**src/rtl/stack_tos_cache_pkg.sv**
```systemverilog
// Shared constants and op decode for the TOS-cached stack.
package stack_tos_cache_pkg;

  localparam bit OVF_WRAP   = 1'b0;
  localparam bit OVF_REJECT = 1'b1;

  typedef enum logic [2:0] {
    OP_NONE,
    OP_REPL,
    OP_PUSH,
    OP_POPWR,
    OP_POP,
    OP_WR
  } op_e;

  // Priority order matters: push+pop is a replace, pop+wr_tos is a binary-op collapse.
  function automatic op_e decode_op(input logic push, input logic pop, input logic wr);
    if (push && pop) return OP_REPL;
    if (push)        return OP_PUSH;
    if (pop && wr)   return OP_POPWR;
    if (pop)         return OP_POP;
    if (wr)          return OP_WR;
    return OP_NONE;
  endfunction

endpackage

```
**src/rtl/stack_tos_cache_if.sv**
```systemverilog
// CPU-side port bundle of one stack instance (data or return stack).
interface stack_tos_cache_if #(
  parameter int WIDTH  = 16,
  parameter int ADDR_W = 8
);
  logic              push;
  logic              pop;
  logic              wr_tos;
  logic [WIDTH-1:0]  d;
  logic              err_clr;
  logic [WIDTH-1:0]  tos;
  logic [WIDTH-1:0]  nos;
  logic [ADDR_W:0]   depth;
  logic              empty;
  logic              full;
  logic              overflow;
  logic              underflow;

  modport master (
    output push, pop, wr_tos, d, err_clr,
    input  tos, nos, depth, empty, full, overflow, underflow
  );

  modport slave (
    input  push, pop, wr_tos, d, err_clr,
    output tos, nos, depth, empty, full, overflow, underflow
  );
endinterface

```
**src/rtl/stack_tos_cache_ptr.sv**
```systemverilog
// Stack pointer (NOS slot address) and depth counter with full/empty status.
module stack_tos_cache_ptr #(
  parameter int ADDR_W = 8
) (
  input  logic              clk,
  input  logic              reset_n,
  input  logic              sp_inc_i,
  input  logic              sp_dec_i,
  input  logic              dep_inc_i,
  input  logic              dep_dec_i,
  output logic [ADDR_W-1:0] sp_nxt_o,
  output logic [ADDR_W-1:0] sp_prv_o,
  output logic [ADDR_W:0]   depth_o,
  output logic              empty_o,
  output logic              full_o
);
  localparam int              CAP     = (1 << ADDR_W) + 1;
  localparam logic [ADDR_W:0] CAP_V   = (ADDR_W+1)'(CAP);
  localparam logic [ADDR_W:0] DEP_ONE = (ADDR_W+1)'(1);
  localparam logic [ADDR_W-1:0] SP_ONE = ADDR_W'(1);

  logic [ADDR_W-1:0] sp_q, sp_d;
  logic [ADDR_W:0]   depth_q, depth_d;

  assign sp_nxt_o = sp_q + SP_ONE;
  assign sp_prv_o = sp_q - SP_ONE;
  assign depth_o  = depth_q;
  assign empty_o  = (depth_q == '0);
  assign full_o   = (depth_q == CAP_V);

  always_comb begin
    sp_d    = sp_q;
    depth_d = depth_q;
    if (sp_inc_i)      sp_d = sp_nxt_o;
    else if (sp_dec_i) sp_d = sp_prv_o;
    if (dep_inc_i)      depth_d = depth_q + DEP_ONE;
    else if (dep_dec_i) depth_d = depth_q - DEP_ONE;
  end

  always_ff @(posedge clk or negedge reset_n) begin
    if (!reset_n) begin
      sp_q    <= '0;
      depth_q <= '0;
    end else begin
      sp_q    <= sp_d;
      depth_q <= depth_d;
    end
  end

endmodule

```
**src/rtl/stack_tos_cache.sv**
```systemverilog
// Forth stack with TOS in a register and NOS from a synchronous-read RAM; one op per cycle.
// Tracks depth, full/empty, and sticky overflow/underflow flags.
module stack_tos_cache
  import stack_tos_cache_pkg::*;
#(
  parameter int ADDR_W   = 8,
  parameter int WIDTH    = 16,
  parameter bit OVF_MODE = OVF_WRAP
) (
  input  logic               clk,
  input  logic               reset_n,
  stack_tos_cache_if.slave   bus
);
  localparam logic [ADDR_W:0] DEP_ONE = (ADDR_W+1)'(1);

  logic [WIDTH-1:0] mem [2**ADDR_W];
  logic [WIDTH-1:0] rd_q;

  logic [WIDTH-1:0] tos_q, tos_d;
  logic [WIDTH-1:0] nos_q, nos_d;
  logic             nos_src_q, nos_src_d;
  logic             ovf_q, ovf_d;
  logic             unf_q, unf_d;

  logic [ADDR_W-1:0] sp_nxt, sp_prv;
  logic [ADDR_W:0]   depth;
  logic              empty, full;
  logic              sp_inc, sp_dec, dep_inc, dep_dec;
  logic              ram_we, ram_re, ovf_set, unf_set;
  logic [WIDTH-1:0]  nos_cur;
  op_e               op;

  stack_tos_cache_ptr #(.ADDR_W(ADDR_W)) u_ptr (
    .clk       (clk),
    .reset_n   (reset_n),
    .sp_inc_i  (sp_inc),
    .sp_dec_i  (sp_dec),
    .dep_inc_i (dep_inc),
    .dep_dec_i (dep_dec),
    .sp_nxt_o  (sp_nxt),
    .sp_prv_o  (sp_prv),
    .depth_o   (depth),
    .empty_o   (empty),
    .full_o    (full)
  );

  assign op      = decode_op(bus.push, bus.pop, bus.wr_tos);
  // nos is either the forwarded old TOS (after a push) or the last RAM read (after a pop).
  assign nos_cur = nos_src_q ? rd_q : nos_q;

  always_comb begin
    tos_d     = tos_q;
    nos_d     = nos_q;
    nos_src_d = nos_src_q;
    sp_inc    = 1'b0;
    sp_dec    = 1'b0;
    dep_inc   = 1'b0;
    dep_dec   = 1'b0;
    ram_we    = 1'b0;
    ram_re    = 1'b0;
    ovf_set   = 1'b0;
    unf_set   = 1'b0;
    case (op)
      OP_REPL: begin
        tos_d   = bus.d;
        dep_inc = empty;
      end
      OP_PUSH: begin
        if (full) ovf_set = 1'b1;
        if (empty) begin
          tos_d   = bus.d;
          dep_inc = 1'b1;
        end else if (!full || OVF_MODE == OVF_WRAP) begin
          // In wrap mode the slot after sp holds the oldest entry, so it is simply overwritten.
          ram_we    = 1'b1;
          tos_d     = bus.d;
          nos_d     = tos_q;
          nos_src_d = 1'b0;
          sp_inc    = 1'b1;
          dep_inc   = !full;
        end
      end
      OP_POPWR, OP_POP: begin
        if (empty) begin
          unf_set = 1'b1;
        end else begin
          dep_dec = 1'b1;
          if (depth == DEP_ONE) begin
            tos_d = '0;
          end else begin
            tos_d     = (op == OP_POPWR) ? bus.d : nos_cur;
            sp_dec    = 1'b1;
            ram_re    = 1'b1;
            nos_src_d = 1'b1;
          end
        end
      end
      OP_WR:   tos_d = bus.d;
      default: ;
    endcase
    ovf_d = ovf_set | (ovf_q & ~bus.err_clr);
    unf_d = unf_set | (unf_q & ~bus.err_clr);
  end

  // Push and pop never share a cycle here, so no read-during-write hazard reaches the RAM.
  always_ff @(posedge clk) begin
    if (ram_we) mem[sp_nxt] <= tos_q;
    if (ram_re) rd_q <= mem[sp_prv];
  end

  always_ff @(posedge clk or negedge reset_n) begin
    if (!reset_n) begin
      tos_q     <= '0;
      nos_q     <= '0;
      nos_src_q <= 1'b0;
      ovf_q     <= 1'b0;
      unf_q     <= 1'b0;
    end else begin
      tos_q     <= tos_d;
      nos_q     <= nos_d;
      nos_src_q <= nos_src_d;
      ovf_q     <= ovf_d;
      unf_q     <= unf_d;
    end
  end

  assign bus.tos       = tos_q;
  assign bus.nos       = nos_cur;
  assign bus.depth     = depth;
  assign bus.empty     = empty;
  assign bus.full      = full;
  assign bus.overflow  = ovf_q;
  assign bus.underflow = unf_q;

endmodule

```
**src/flat_wrapper.sv**
```systemverilog
// flat-port wrapper written by rule: the top's interface ports become plain ports
module stack_tos_cache_flat import stack_tos_cache_pkg::*;
#(
  parameter int ADDR_W   = 8,
  parameter int WIDTH    = 16,
  parameter bit OVF_MODE = OVF_WRAP
)
  (clk, reset_n, bus_push, bus_pop, bus_wr_tos, bus_d, bus_err_clr, bus_tos, bus_nos, bus_depth, bus_empty, bus_full, bus_overflow, bus_underflow);
  stack_tos_cache_if #(.WIDTH(WIDTH), .ADDR_W(ADDR_W)) bus_i ();
  input  logic clk;
  input  logic reset_n;
  input wire logic [$bits(bus_i.push)-1:0] bus_push;
  input wire logic [$bits(bus_i.pop)-1:0] bus_pop;
  input wire logic [$bits(bus_i.wr_tos)-1:0] bus_wr_tos;
  input wire logic [$bits(bus_i.d)-1:0] bus_d;
  input wire logic [$bits(bus_i.err_clr)-1:0] bus_err_clr;
  output wire logic [$bits(bus_i.tos)-1:0] bus_tos;
  output wire logic [$bits(bus_i.nos)-1:0] bus_nos;
  output wire logic [$bits(bus_i.depth)-1:0] bus_depth;
  output wire logic [$bits(bus_i.empty)-1:0] bus_empty;
  output wire logic [$bits(bus_i.full)-1:0] bus_full;
  output wire logic [$bits(bus_i.overflow)-1:0] bus_overflow;
  output wire logic [$bits(bus_i.underflow)-1:0] bus_underflow;
  assign bus_i.push = bus_push;
  assign bus_i.pop = bus_pop;
  assign bus_i.wr_tos = bus_wr_tos;
  assign bus_i.d = bus_d;
  assign bus_i.err_clr = bus_err_clr;
  assign bus_tos = bus_i.tos;
  assign bus_nos = bus_i.nos;
  assign bus_depth = bus_i.depth;
  assign bus_empty = bus_i.empty;
  assign bus_full = bus_i.full;
  assign bus_overflow = bus_i.overflow;
  assign bus_underflow = bus_i.underflow;
  stack_tos_cache #(.ADDR_W(ADDR_W), .WIDTH(WIDTH), .OVF_MODE(OVF_MODE)) u_core (.clk(clk), .reset_n(reset_n), .bus(bus_i));
endmodule
```
**config.mk**
```make
export PLATFORM = sky130hd
export DESIGN_NAME = stack_tos_cache_flat
export DESIGN_NICKNAME = d
export VERILOG_FILES = /design/src/rtl/stack_tos_cache_pkg.sv /design/src/rtl/stack_tos_cache_if.sv /design/src/rtl/stack_tos_cache_ptr.sv /design/src/rtl/stack_tos_cache.sv /design/src/flat_wrapper.sv
export SDC_FILE = /design/constraint.sdc
export NUM_CORES = 2
export LEC_CHECK = 0
export CAP_MARGIN = 40
export CORE_MARGIN = 2
export CORE_UTILIZATION = 45
export CTS_BUF_LIST = sky130_fd_sc_hd__clkbuf_8
export CTS_CLUSTER_DIAMETER = 60
export DETAILED_ROUTE_END_ITERATION = 6
export GPL_ROUTABILITY_DRIVEN = 0
export PLACE_DENSITY = 0.57
export SETUP_SLACK_MARGIN = 0.1
export SLEW_MARGIN = 20
export SYNTH_ARGS = -nofsm -noshare
export SYNTH_HDL_FRONTEND = slang
export SYNTH_HIERARCHICAL = 1
export SYNTH_SLANG_ARGS = --single-unit
```
**constraint.sdc**
```tcl
create_clock -name clk -period 11.5 [get_ports clk]
set_clock_uncertainty 0.15 [all_clocks]
set_input_delay 2.3 -clock clk [delete_from_list [all_inputs] [get_ports clk]]
set_output_delay 2.3 -clock clk [all_outputs]
set_load 0.1 [all_outputs]
```
==> results.md <==
- Number of global-route vias before repair: 82710
- CP cell instances: inv_8 > buf_12 > buf_4 > buf_12 > buf_4 > buf_4 > buf_12 > mux4_2 > o32ai_1 > buf_2 > a211o_1 > a2111oi_2 > nand4_1 > and4b_1
- Status: finished clean
- Port Buffer Count: 66
- DR DRC count: 0
- Peak VDD IR: 272.5 µV
- Reg clk slew, reported paths: 0.06 ns
- Adder-cell area share of the yosys netlist: 0.0008991
- Slew Limit Headroom: 0.2109
- Hold buffers post-CTS: 0
- Post-synthesis simple-gate area fraction: 0.01892
- Worst skew pair latency: 1.21 ns
- Worst hold path class: reg2reg
- Ys Warns: 6
- Clk pwr share: 0.234
- Fmax: 0.1490 GHz
- Reg-to-reg endpoint: u_core/rd_q[5]
- Hold Crit Endpoint: u_core/nos_q[4]
- Reg-to-Reg Start: u_core/u_ptr/sp_q[0]
- Total Neg Setup Slack: 0 ns
- Pin count of the biggest net entering global routing: 194
- Detailed Place HPWL: 276.1 mm
- Setup crit end kind: register
- DR vias/cell: 6.075
- Post-placement cell count: 12460
- Final #Nets: 8447
- Post-synth net total: 7592
- Total setup buffers inserted after CTS: 0
- Top cells by area, synth: edfxtp_1 76%, mux4_2 11%, mux2i_1 3.2%, o221ai_1 1.1%, dfrtp_1 0.81%
- CTS Buf Count: 678
- DR vias: 83190
- Post-Syn Instances: 7559
- Reg power frac: 0.364
- Min cycle time layout: 6.712 ns
- Worst-case clock buffer depth: 4
- Reg2Reg Depth: 14
- Final wirelength: 456.6 mm
- Drt wl/cell: 33.34 µm
- FF+latch count, synth: 4164
- Synth top cells by count: 4112 x edfxtp_1, 787 x mux4_2, 521 x mux2i_1, 304 x nor2_1, 211 x clkbuf_1
- Worst-path fanout max: 102
- Total core area: 0.3565 mm²
- Async set-reset flop share out of synthesis: 0.01249
- First-pass GRT wire length: 637.4 mm
- Layout cell share with drive strength beyond 1: 0.2574
- Die X: 602.9 µm
- Post-Layout Cell Count: 13690
- Startpoint Class: register
- Layout area overhead: 13.39%
- XOR/XNOR Fraction of Synth Area: 0.001302
- Leakage: 59.46 nW
- IO Count: 67
- Switching Fraction: 0.3870
- Final Hold Vio Count: 0
- Synth Flop Type: edfxtp_1
- Arrival time at the worst endpoint: 7.65 ns
- Post-synth cell types: 75
- Post-synthesis mux area share: 0.1479
- Seq/Total Area, Yosys: 0.7730
- Internal Pwr Total: 30.44 mW
- Max-cap viol count: 0
- Antenna-violating nets left: 0
- GRT Overall Usage: 0.2479
- Max stage delay on crit path: 0.73 ns
- Max H-tree Level: 6
- Post-Syn Area per Cell: 21.36 µm²
- Final Max Slew Viols: 0
- Final number of setup-violating endpoints: 0
- Drt first pass iters: 6
- Synth Area in Compound Gates: 0.03907
- Synth top area share: 0.7649
- Comb power frac: 0.402
- Clock Tree Root: clkbuf_8
- Post-synth EDFFs: 4112
- Final period utilization: 0.5836
- Die height: 602.9 µm
- Yosys top cell by area: edfxtp_1
- Hold Crit Depth: 2
- RSZ-0062 raised after global routing: no
- Initial antenna violation count: 32
- Core Util, Final: 0.5135
- Most numerous cell in the Yosys netlist: edfxtp_1
- Placement Rows: 219
- Mapped Area: 0.1614 mm²
- Pwr per Cell Area: 271.3 mW/mm²
- Die Footprint: 0.3635 mm²
- CTS resizes: 0
- First DRT Iteration DRCs: 10900
- Largest family of logic cells by synthesized area: multiplexers
- Worst hold start: u_core/nos_q[4]
- Critical-path top delay cell: a2111oi_2
- Worst-Margin Slew: 1.184 ns
- Starting Density: 0.4528
- GR Overflow Total: 0
- Sink Count: 4164
- Critical Path RT: 12.44 ns
- Sw Pwr: 19.22 mW
- Crit Path Category: reg2reg
- Flop2flop setup slack: 4.79 ns
- CTS tree: done
==> power by group through the flow <==
stage	logic, mW	registers, mW	clock network, mW
floorplan	11.4	19.0	0
global placement	19.2	18.4	0
detailed placement	19.8	18.4	0
CTS	19.8	18.1	11.9
global route	20.6	18.1	12.5
finish	20.0	18.1	11.6
==> registers in the layout, indices dropped and copies added, names as in the netlist <==
| name | cells |
|---|---|
| u_core/mem | 4096 |
| u_core/bus.tos | 16 |
| u_core/nos_q | 16 |
| u_core/rd_q | 16 |
| u_core/u_ptr/depth_o | 9 |
| u_core/u_ptr/sp_q | 8 |
| u_core/bus.overflow | 1 |
| u_core/bus.underflow | 1 |
| u_core/nos_src_q | 1 |
==> how the worst max path moves through the flow <==
stage	start	endpoint	slack [ns]
detailed placement	u_core/u_ptr/sp_q[0]	u_core/rd_q[5]	4.46
CTS	u_core/u_ptr/sp_q[0]	u_core/rd_q[5]	4.46
floorplan	u_core/u_ptr/depth_o[4]	bus_empty	5.05
finish	u_core/u_ptr/sp_q[0]	u_core/rd_q[5]	4.79
global placement	u_core/u_ptr/sp_q[0]	u_core/rd_q[5]	3.53
global route	u_core/u_ptr/sp_q[0]	u_core/rd_q[3]	4.62
==> layout make-up <==
cell class	instances	area (µm²)
fillers	28150	173400
flip-flops and latches	4164	124800
multi-input cells	2926	33980
clock buffers	691	9510
repair buffers	631	6212
well taps	4751	5944
clock inverters	504	2450
inverters	13	73.82
diodes	13	32.53
==> cells by family (layout without fill, tap and decap cells) <==
group / Yosys count / in the layout
xor+xnor: 24 / 24
simple gates: 668 / 668
buf+inv: 469 / 1839
other cells: 0 / 13
fa+ha+maj: 11 / 11
compound gates: 866 / 866
flops: 4164 / 4164
mux: 1357 / 1357
==> metal layers <==
metal / up-vias / global-route usage / wire [µm]
met5: - / 0 / 127
met4: 18 / 0.08788 / 16780
met3: 732 / 0.04528 / 40210
met2: 4267 / 0.3848 / 212700
met1: 44310 / 0.3539 / 186800
li1: 33860 / - / -
==> layout by cell type, fill, tap and decap left out, types with 36 or more instances in the layout <==
cell type / Yosys / routed
edfxtp_1: 4112 / 4112
a22o_1: 53 / 53
buf_8: 19 / 53
a22oi_1: 63 / 63
clkinv_2: 0 / 54
dfrtp_1: 52 / 36
nand2_1: 144 / 132
o21ai_0: 87 / 74
inv_1: 10 / 237
mux4_2: 787 / 787
o221ai_1: 198 / 198
mux2i_1: 521 / 521
a221oi_1: 78 / 78
a21oi_1: 137 / 136
nor2_1: 304 / 263
clkinv_1: 3 / 167
nor3_1: 80 / 75
buf_4: 32 / 412
clkbuf_8: 0 / 691
clkdlybuf4s50_1: 0 / 63
o22ai_1: 127 / 127
==> critical path: cells and delay by family (launching register included) <==
family | cells | cell delay, ns
AO/OA/AOI/OAI | 3 | 1.13
buffers and inverters | 8 | 3.48
flip-flops | 1 | 0.51
multiplexers | 1 | 0.27
AND/OR/NAND/NOR | 2 | 0.76
==> stage by stage <==
| step | power (mW) | hold WS (ns) | instance area [µm²] | worst slack, ns |
|---|---|---|---|---|
| 2_1_floorplan | 30.42 | 0.2919 | 161400 | 5.051 |
| 3_3_place_gp | 37.54 | 0.3067 | 168700 | 3.526 |
| 3_5_place_dp | 38.14 | 0.3133 | 170600 | 4.465 |
| 4_1_cts | 49.71 | 0.3280 | 182600 | 4.455 |
| 5_1_grt | 51.18 | 0.3604 | 183000 | 4.616 |
| 6_report | 49.66 | 0.3289 | 183000 | 4.788 |
No activity file was read; power rests on OpenSTA's default activity.
